### src/rtl/freq_meter_if.sv
// rtl/freq_meter_if.sv - result handshake bundle for freq_meter; band ports exist only with FREQ_METER_BAND_EN
interface freq_meter_if #(
    parameter int CNT_W = 16
);
    logic [CNT_W-1:0] freq_out;
    logic             freq_valid;
    logic             freq_ack;
    logic             overflow;
    logic             overrun;
`ifdef FREQ_METER_BAND_EN
    logic [CNT_W-1:0] band_lo;
    logic [CNT_W-1:0] band_hi;
    logic             in_band;

    modport master (
        output freq_out, freq_valid, overflow, overrun, in_band,
        input  freq_ack, band_lo, band_hi
    );
    modport slave (
        input  freq_out, freq_valid, overflow, overrun, in_band,
        output freq_ack, band_lo, band_hi
    );
`else
    modport master (
        output freq_out, freq_valid, overflow, overrun,
        input  freq_ack
    );
    modport slave (
        input  freq_out, freq_valid, overflow, overrun,
        output freq_ack
    );
`endif
endinterface

### src/rtl/freq_meter.sv
// rtl/freq_meter.sv - gated rising-edge counter with valid/ack result
// Optional band classification of the result is built when FREQ_METER_BAND_EN is defined.
module freq_meter #(
    parameter int CNT_W       = 16,
    parameter int SYNC_STAGES = 2
) (
    input  logic         clk,
    input  logic         rst,
    input  logic         gate_tick,
    input  logic         sig_in,
    freq_meter_if.master res
);
    typedef enum logic {ST_WAIT, ST_COUNT} state_t;

    localparam logic [CNT_W-1:0] CNT_MAX = {CNT_W{1'b1}};
    localparam logic [CNT_W-1:0] CNT_ONE = CNT_W'(1);

    state_t                 state_q, state_d;
    logic [SYNC_STAGES-1:0] sync_q;
    logic                   hist_q;
    logic                   rise;
    logic [CNT_W-1:0]       cnt_q, cnt_d, res_cnt;
    logic                   sat_q, sat_d, res_sat;
    logic                   load;
    logic [CNT_W-1:0]       out_q;
    logic                   valid_q, ovf_q, ovr_q;

    assign rise = sync_q[SYNC_STAGES-1] & ~hist_q;

    always_ff @(posedge clk or negedge rst) begin
        if (!rst) begin
            sync_q <= '0;
            hist_q <= 1'b0;
        end else begin
            sync_q <= {sync_q[SYNC_STAGES-2:0], sig_in};
            hist_q <= sync_q[SYNC_STAGES-1];
        end
    end

    always_ff @(posedge clk or negedge rst) begin
        if (!rst) begin
            state_q <= ST_WAIT;
            cnt_q   <= '0;
            sat_q   <= 1'b0;
        end else begin
            state_q <= state_d;
            cnt_q   <= cnt_d;
            sat_q   <= sat_d;
        end
    end

    // res_cnt/res_sat include an edge landing on the closing tick cycle
    always_comb begin
        state_d = state_q;
        cnt_d   = cnt_q;
        sat_d   = sat_q;
        res_cnt = cnt_q;
        res_sat = sat_q;
        load    = 1'b0;
        if (rise) begin
            res_cnt = (cnt_q == CNT_MAX) ? CNT_MAX : cnt_q + CNT_ONE;
            res_sat = sat_q | (cnt_q == CNT_MAX);
        end
        case (state_q)
            ST_WAIT: begin
                if (gate_tick) begin
                    state_d = ST_COUNT;
                    cnt_d   = '0;
                    sat_d   = 1'b0;
                end
            end
            ST_COUNT: begin
                if (gate_tick) begin
                    load  = 1'b1;
                    cnt_d = '0;
                    sat_d = 1'b0;
                end else begin
                    cnt_d = res_cnt;
                    sat_d = res_sat;
                end
            end
            default: state_d = ST_WAIT;
        endcase
    end

    // A load coinciding with ack is a clean handoff, not an overwrite
    always_ff @(posedge clk or negedge rst) begin
        if (!rst) begin
            out_q   <= '0;
            valid_q <= 1'b0;
            ovf_q   <= 1'b0;
            ovr_q   <= 1'b0;
        end else begin
            if (load) begin
                out_q <= res_cnt;
                ovf_q <= res_sat;
            end
            if (load) begin
                valid_q <= 1'b1;
            end else if (res.freq_ack) begin
                valid_q <= 1'b0;
            end
            if (load && valid_q && !res.freq_ack) begin
                ovr_q <= 1'b1;
            end else if (res.freq_ack && valid_q) begin
                ovr_q <= 1'b0;
            end
        end
    end

`ifdef FREQ_METER_BAND_EN
    logic in_band_q;

    always_ff @(posedge clk or negedge rst) begin
        if (!rst) begin
            in_band_q <= 1'b0;
        end else if (load) begin
            in_band_q <= (res_cnt >= res.band_lo) && (res_cnt <= res.band_hi);
        end
    end

    assign res.in_band = in_band_q;
`endif

    assign res.freq_out   = out_q;
    assign res.freq_valid = valid_q;
    assign res.overflow   = ovf_q;
    assign res.overrun    = ovr_q;
endmodule
### src/flat_wrapper.sv
// flat-port wrapper written by rule: the top's interface ports become plain ports
module freq_meter_flat 
#(
    parameter int CNT_W       = 16,
    parameter int SYNC_STAGES = 2
)
  (clk, rst, gate_tick, sig_in, res_freq_out, res_freq_valid, res_overflow, res_overrun, res_freq_ack);
  freq_meter_if #(.CNT_W(CNT_W)) res_i ();
  input  logic clk;
  input  logic rst;
  input  logic gate_tick;
  input  logic sig_in;
  output wire logic [$bits(res_i.freq_out)-1:0] res_freq_out;
  output wire logic [$bits(res_i.freq_valid)-1:0] res_freq_valid;
  output wire logic [$bits(res_i.overflow)-1:0] res_overflow;
  output wire logic [$bits(res_i.overrun)-1:0] res_overrun;
  input wire logic [$bits(res_i.freq_ack)-1:0] res_freq_ack;
  assign res_freq_out = res_i.freq_out;
  assign res_freq_valid = res_i.freq_valid;
  assign res_overflow = res_i.overflow;
  assign res_overrun = res_i.overrun;
  assign res_i.freq_ack = res_freq_ack;
  freq_meter #(.CNT_W(CNT_W), .SYNC_STAGES(SYNC_STAGES)) u_core (.clk(clk), .rst(rst), .gate_tick(gate_tick), .sig_in(sig_in), .res(res_i));
endmodule
### config.mk
export PLATFORM = sky130hd
export DESIGN_NAME = freq_meter_flat
export DESIGN_NICKNAME = d
export VERILOG_FILES = /design/src/rtl/freq_meter_if.sv /design/src/rtl/freq_meter.sv /design/src/flat_wrapper.sv
export SDC_FILE = /design/constraint.sdc
export NUM_CORES = 1
export LEC_CHECK = 0
export ABC_AREA = 1
export BUFFER_PORTS_ARGS = -buffer_cell sky130_fd_sc_hd__buf_2
export CELL_PAD_IN_SITES_DETAIL_PLACEMENT = 1
export CELL_PAD_IN_SITES_GLOBAL_PLACEMENT = 1
export CORE_ASPECT_RATIO = 0.9
export CORE_MARGIN = 2
export CORE_UTILIZATION = 42
export DETAILED_ROUTE_END_ITERATION = 16
export HOLD_SLACK_MARGIN = 0.03
export PLACE_DENSITY_LB_ADDON = 0.08
export SYNTH_ARGS = -nofsm -noshare
export SYNTH_HDL_FRONTEND = slang
export SYNTH_SLANG_ARGS = --single-unit
### constraint.sdc
create_clock -name clk -period 1.76 [get_ports clk]
set_input_delay 0.088 -clock clk [delete_from_list [all_inputs] [get_ports clk]]
set_output_delay 0.088 -clock clk [all_outputs]
set_load 0.1 [all_outputs]
==> results of run 1 <==
==> worst max path at each step <==
stage	from	endpoint	slack (ns)	cells after the start
finish	u_core.cnt_q[1]	u_core.res.freq_out[4]	0.17	7
global route	u_core.cnt_q[0]	u_core.cnt_q[14]	0.006	8
CTS	u_core.cnt_q[1]	u_core.cnt_q[6]	0.03	7
detailed placement	u_core.cnt_q[1]	u_core.cnt_q[6]	0.03	7
global placement	u_core.cnt_q[0]	u_core.cnt_q[3]	0.18	7
floorplan	u_core.res.freq_valid	u_core.res.overrun	0.38	3
==> worst register-to-register path, stage by stage (launching register included) <==
cell	delay (ns)
dfrtp_1	0.41
ha_1	0.19
nand3_2	0.15
nor2_4	0.19
nand4_4	0.10
buf_4	0.20
buf_12	0.14
a31oi_1	0.14
==> repair_timing <==
| item | 4_1_cts | 5_1_grt |
|---|---|---|
| setup buffers | 0 | 3 |
| endpoints found under the setup margin | 0 | 24 |
| gates resized for setup | 0 | 0 |
| hold buffers | 3 | 0 |
| endpoints found under the hold margin | 39 | 0 |
==> through the flow <==
step | hold WS [ns] | setup WS (ns) | power (W) | util, % | area, um^2
2_1_floorplan | -0.208 | 0.379 | 0.00111 | - | 2020
3_3_place_gp | -0.00434 | 0.184 | 0.00117 | 49.5 | 2250
3_5_place_dp | 0.00101 | 0.0310 | 0.00118 | 49.5 | 2250
4_1_cts | 0.0453 | 0.0254 | 0.00201 | 52.9 | 2410
5_1_grt | 0.0566 | 0.00565 | 0.00206 | 53.7 | 2440
6_report | 0.0530 | 0.169 | 0.00198 | 53.7 | 2440
==> cell usage in the layout (no fill, tap or decap), types with 2 or more instances in the layout <==
cell,instances
a31oi_1,3
clkbuf_8,7
nand3_1,16
nor2_4,2
dfrtp_1,40
nor2_2,4
nor2_1,15
o21ai_0,9
nand4_1,3
dlygate4sd3_1,3
inv_1,26
buf_2,23
buf_4,12
nand2_1,120
nand3_2,5
xor2_1,2
==> state kept, by name (all words and copies together) (netlist names) <==
name,cells
u_core.res.freq_out,16
u_core.hist_q,1
u_core.sync_q,2
u_core.res.overrun,1
u_core.res.overflow,1
u_core.sat_q,1
u_core.res.freq_valid,1
u_core.cnt_q,16
u_core.state_q,1
==> per-layer routing <==
| layer | wire length [um] | GRT usage (%) |
|---|---|---|
| met3 | 146 | 4.43 |
| met1 | 2590 | 28.5 |
| met5 | 0 | 0 |
| met4 | 104 | 7.94 |
| met2 | 2320 | 33.2 |
==> power by group through the flow <==
stage / combinational (W) / clock [W] / sequential (W)
after global placement: 0.000204 / 0 / 0.000966
after floorplan: 0.0000421 / 0 / 0.00107
after global routing: 0.000224 / 0.000886 / 0.000952
after CTS: 0.000213 / 0.000844 / 0.000949
after detailed placement: 0.000208 / 0 / 0.000968
final: 0.000209 / 0.000824 / 0.000949
==> logic make-up after synthesis <==
kind of cell	share of synthesized area, %
simple gates	37.7
compound gates	4.72
buf+inv	6.46
xor+xnor	0.869
fa+ha+maj	0.621
flops	49.7
==> cell type report <==
| type | count | area [um^2] | share of cell area (%) |
|---|---|---|---|
| Sequential cell | 40 | 1000 | 41.0 |
| Tap cell | 62 | 77.6 | 3.18 |
| Inverter | 26 | 97.6 | 4.00 |
| Clock inverter | 1 | 30.0 | 1.23 |
| Multi-Input combinational cell | 190 | 885 | 36.2 |
| Clock buffer | 7 | 96.3 | 3.94 |
| Timing Repair Buffer | 39 | 255 | 10.5 |
==> flow_summary.yaml, run 1 <==
synth:
  yosysTopAreaCellShare_pct: 49.7
  synth_top_cell_by_area: "dfrtp_1"
  synthFlopType: "dfrtp_1"
  synth-seq-cells: 40
  yosysSeqAreaShare_pct: 49.7
  ys_types: 26
  syn_area_um2: 2020
  netlist_top_cells_area: "dfrtp_1, nand2_1, inv_1"
  synth_edf_count: 0
  synth_nets: 268
  synthCells: 262
  synth.avg_cell_area_um2: 7.69
  synth_commonest_cells: "nand2_1, dfrtp_1, inv_1, nand3_1, nor2_1"
  yosys_warnings: 0
  yosysMostFrequentCell: "nand2_1"
  synthArstFlopShare_pct: 100
power_and_ir_drop:
  power.internal_w: 0.00148
  comb_power_share_pct: 10.6
  clock_power_share_pct: 41.6
  pwr-share-seq_pct: 47.9
  switching_power_w: 0.000505
  switching_share_pct: 25.5
  vdd_ir_drop_max_mv: 0.603
  power.density_nw_per_um2: 812
  power.leakage_nw: 1.34
global_route:
  grt-ovfl-total: 0
  grt_pass1_wl_um: 8800
  grt_pass1_vias: 1801
  grt_use_total_pct: 21.0
  antenna_found_initial: 0
  grt_max_degree: 21
run:
  max-cap-violations: 0
hold_path:
  min_path_type: "input port to register"
  min_to: "u_core.sat_q"
  hp-start: "gate_tick"
  min_path_cells: 2
sta:
  skew_ns: 0.0137
  max_slew_margin_pct: 67.4
  setup_tns_ns: 0
  finalHoldViolCount: 0
  fmax_mhz: 628
  tightest_slew_ns: 0.492
  setup_violations: 0
  period_needed_ns: 1.59
  rsz0062_at_grt: "no"
  period_share_pct: 90.4
  slew_violations: 0
layout:
  final_cells: 365
  drive_gt1_share_pct: 19.5
  nets: 308
  antenna_cells: 0
  syn_to_final_growth_pct: 21.2
  fill_cells: 597
critical_path:
  cp_max_fo: 9
  path_buf_inv: 2
  r2r_cells: 7
  rr_startpoint: "u_core.cnt_q[1]"
  path_delay_family: "simple AND/OR/NAND/NOR gates"
  cp.required_ns: 1.98
  start_kind: "register"
  crit_slowest_cell: "dfrtp_1"
  critPathArrivalTime_ns: 1.81
  r2r-end: "u_core.res.freq_out[4]"
  worstSetupPathType: "register to register"
  end_kind: "register"
  crit_chain: "ha_1 > nand3_2 > nor2_4 > nand4_4 > buf_4 > buf_12 > a31oi_1"
  critical_path.max_stage_delay_ns: 0.41
  r2r_slack_ns: 0.17
route:
  drt_wl_total_um: 5170
  dr.pass1.iters: 4
  drtAntennaViolNets: 0
  vias_per_cell: 4.90
  drc: 0
  dr_total_vias: 1788
  drt_iter0_drc: 87
  wl_per_cell_um: 14.2
place:
  gp_congestion: 0.812
  dp.cells: 351
  dp_hpwl_um: 3690
  port_buffers: 23
clocking:
  clk_pin_slew_ns: 0.08
  clockRootBuffer: "clkbuf_8"
  worstSkewPairLatency_ns: 0.30
  cts_max_level: 2
  cts_tree: "done"
  clkSinkCount: 40
  cts_made_buffers: 5
  ctsLongestPathBuffers: 2
floorplanning:
  die_x_um: 77.0
  die_h_um: 69.7
  initial_core_util_pct: 44.3
  fp-row-count: 23
  die_area_um2: 5370
  ios: 24
  core_um2: 4550
outcome:
  status: "completed"
(Power assumes the default switching activity.)
==> run 2: changes to the inputs <==
- CELL_PAD_IN_SITES_DETAIL_PLACEMENT: 1 -> default
- CELL_PAD_IN_SITES_GLOBAL_PLACEMENT: 1 -> default
- CORE_UTILIZATION: 42 -> 53
- CTS_CLUSTER_DIAMETER: default -> 30
==> flow_summary.yaml, run 2 (same netlist as run 1, synthesis figures left out) <==
clocking:
  postCtsResizedCells: 0
  clkSinkCount: 40
  ctsLongestPathBuffers: 2
  worstSkewPairLatency_ns: 0.30
  cts_made_buffers: 5
  cts_max_level: 2
  cts_tree: "done"
  clockRootBuffer: "clkbuf_8"
  clk_pin_slew_ns: 0.07
sta:
  fmax_mhz: 664
  setup_violations: 0
  setup_ws_ns: 0.255
  period_needed_ns: 1.51
  period_share_pct: 85.5
  skew_ns: 0.00516
  max_slew_margin_pct: 67.8
  setup_tns_ns: 0
  tightest_slew_ns: 0.487
  slew_violations: 0
  finalHoldViolCount: 0
  rsz0062_at_grt: "no"
floorplanning:
  initial_core_util_pct: 54.8
  die_area_um2: 4310
  core_um2: 3680
  die_h_um: 62.5
  ios: 24
  die_x_um: 69.0
  fp-row-count: 21
layout:
  fill_cells: 336
  mostFrequentLayoutCell: "nand2_1"
  syn_to_final_growth_pct: 18.3
  utilization_pct: 64.8
  antenna_cells: 0
  nets: 305
  final_cell_mix: "nand2_1, dfrtp_1, inv_1"
  drive_gt1_share_pct: 18.1
  stdcell_area_um2: 2380
power_and_ir_drop:
  power.leakage_nw: 1.31
  fin_total_pwr_w: 0.00181
  power.density_nw_per_um2: 758
  vdd_ir_drop_max_mv: 0.577
outcome:
  status: "completed"
route:
  dr_total_vias: 1659
  vias_per_cell: 4.81
  drc: 0
  dr.pass1.iters: 4
  drt_wl_total_um: 4150
  drtAntennaViolNets: 0
  wl_per_cell_um: 12.0
  drt_iter0_drc: 107
critical_path:
  critPathArrivalTime_ns: 1.69
  cp_max_fo: 5
  start_kind: "register"
  r2r-end: "u_core.res.freq_out[10]"
  worstSetupPathType: "register to register"
  crit_top_cell: "nand2_1"
  r2r_slack_ns: 0.25
  path_delay_family: "simple AND/OR/NAND/NOR gates"
  cp.required_ns: 1.95
  crit_path_start: "u_core.cnt_q[0]"
  crit_chain: "ha_1 > nand3_2 > nor3_2 > nand2_1 > nand2_1 > nand3_2 > nand2_1 > nand2_1"
  path_buf_inv: 0
  critical_path.max_stage_delay_ns: 0.40
  crit_slowest_cell: "dfrtp_1"
  r2r_cells: 8
  rr_startpoint: "u_core.cnt_q[0]"
  end_kind: "register"
place:
  placed_area_um2: 2220
  dp_hpwl_um: 2790
  gp_congestion: 0.827
  place_ws_ns: 0.157
  port_buffers: 23
global_route:
  grt_pass1_vias: 1647
  grt-ovfl-total: 0
  grt_max_degree: 41
  antenna_found_initial: 0
  grt_use_total_pct: 22.3
  grt_pass1_wl_um: 7580
run:
  max-cap-violations: 0
hold_path:
  min_path_type: "input port to asynchronous set/reset pin"
run 2: cell types whose count changed in the layout (fill, tap and decap cells not counted), sizes merged:
| cell | change |
|---|---|
| buf | -4 |
| bufinv | -1 |
| dlygate4sd3 | +1 |
run 2: routing by layer:
layer / GRT usage, % / routed length, um / vias to the layer above
li1: - / - / 888
met1: 30.7 / 2190 / 733
met2: 33.9 / 1720 / 29
met3: 6.29 / 160 / 9
met4: 7.84 / 76 / 0
met5: 0 / 0 / -
run 2: report_power, final:
part / leakage, nW / switching, W / internal [W] / total (W)
clock network: 0.0503 / 0.000301 / 0.000349 / 0.000650
logic: 0.727 / 0.000166 / 0.0000419 / 0.000208
registers: 0.535 / 0.0000111 / 0.000938 / 0.000949
run 2: worst reg2reg max path, delay by kind of cell (launching register included):
family | cells | cell delay [ns]
simple gates | 7 | 0.82
flops | 1 | 0.40
fa+ha+maj | 1 | 0.18
run 2: final cells by class:
type,count,area (um^2),share of cell area (%)
tap,46,57.6,2.41
inverter,26,97.6,4.09
multi-input combinational,190,885,37.1
sequential,40,1000,42.0
clock buffer,7,96.3,4.04
timing repair buffer,36,248,10.4
run 2: what timing repair did:
action	in CTS	in global routing
hold buffers	4	0
buffers inserted	0	2
endpoints found under the setup margin	0	3
hold endpoints to repair	44	0
run 2: worst max path at each step:
stage,endpoint,slack [ns],cells past startpoint
2_1_floorplan,u_core.res.overrun,0.38,3
3_3_place_gp,u_core.cnt_q[3],0.20,7
3_5_place_dp,u_core.cnt_q[5],0.16,7
4_1_cts,u_core.cnt_q[7],0.15,7
5_1_grt,u_core.cnt_q[7],0.06,8
6_report,u_core.res.freq_out[10],0.25,8
run 2: through the flow:
| step | hold slack (ns) | cells |
|---|---|---|
| 5_1_grt | 0.331 | 345 |
| 4_1_cts | 0.296 | 343 |
| 3_3_place_gp | 0.0751 | 332 |
| 3_5_place_dp | 0.0740 | 332 |
| 2_1_floorplan | -0.208 | 262 |
| 6_report | 0.285 | 345 |
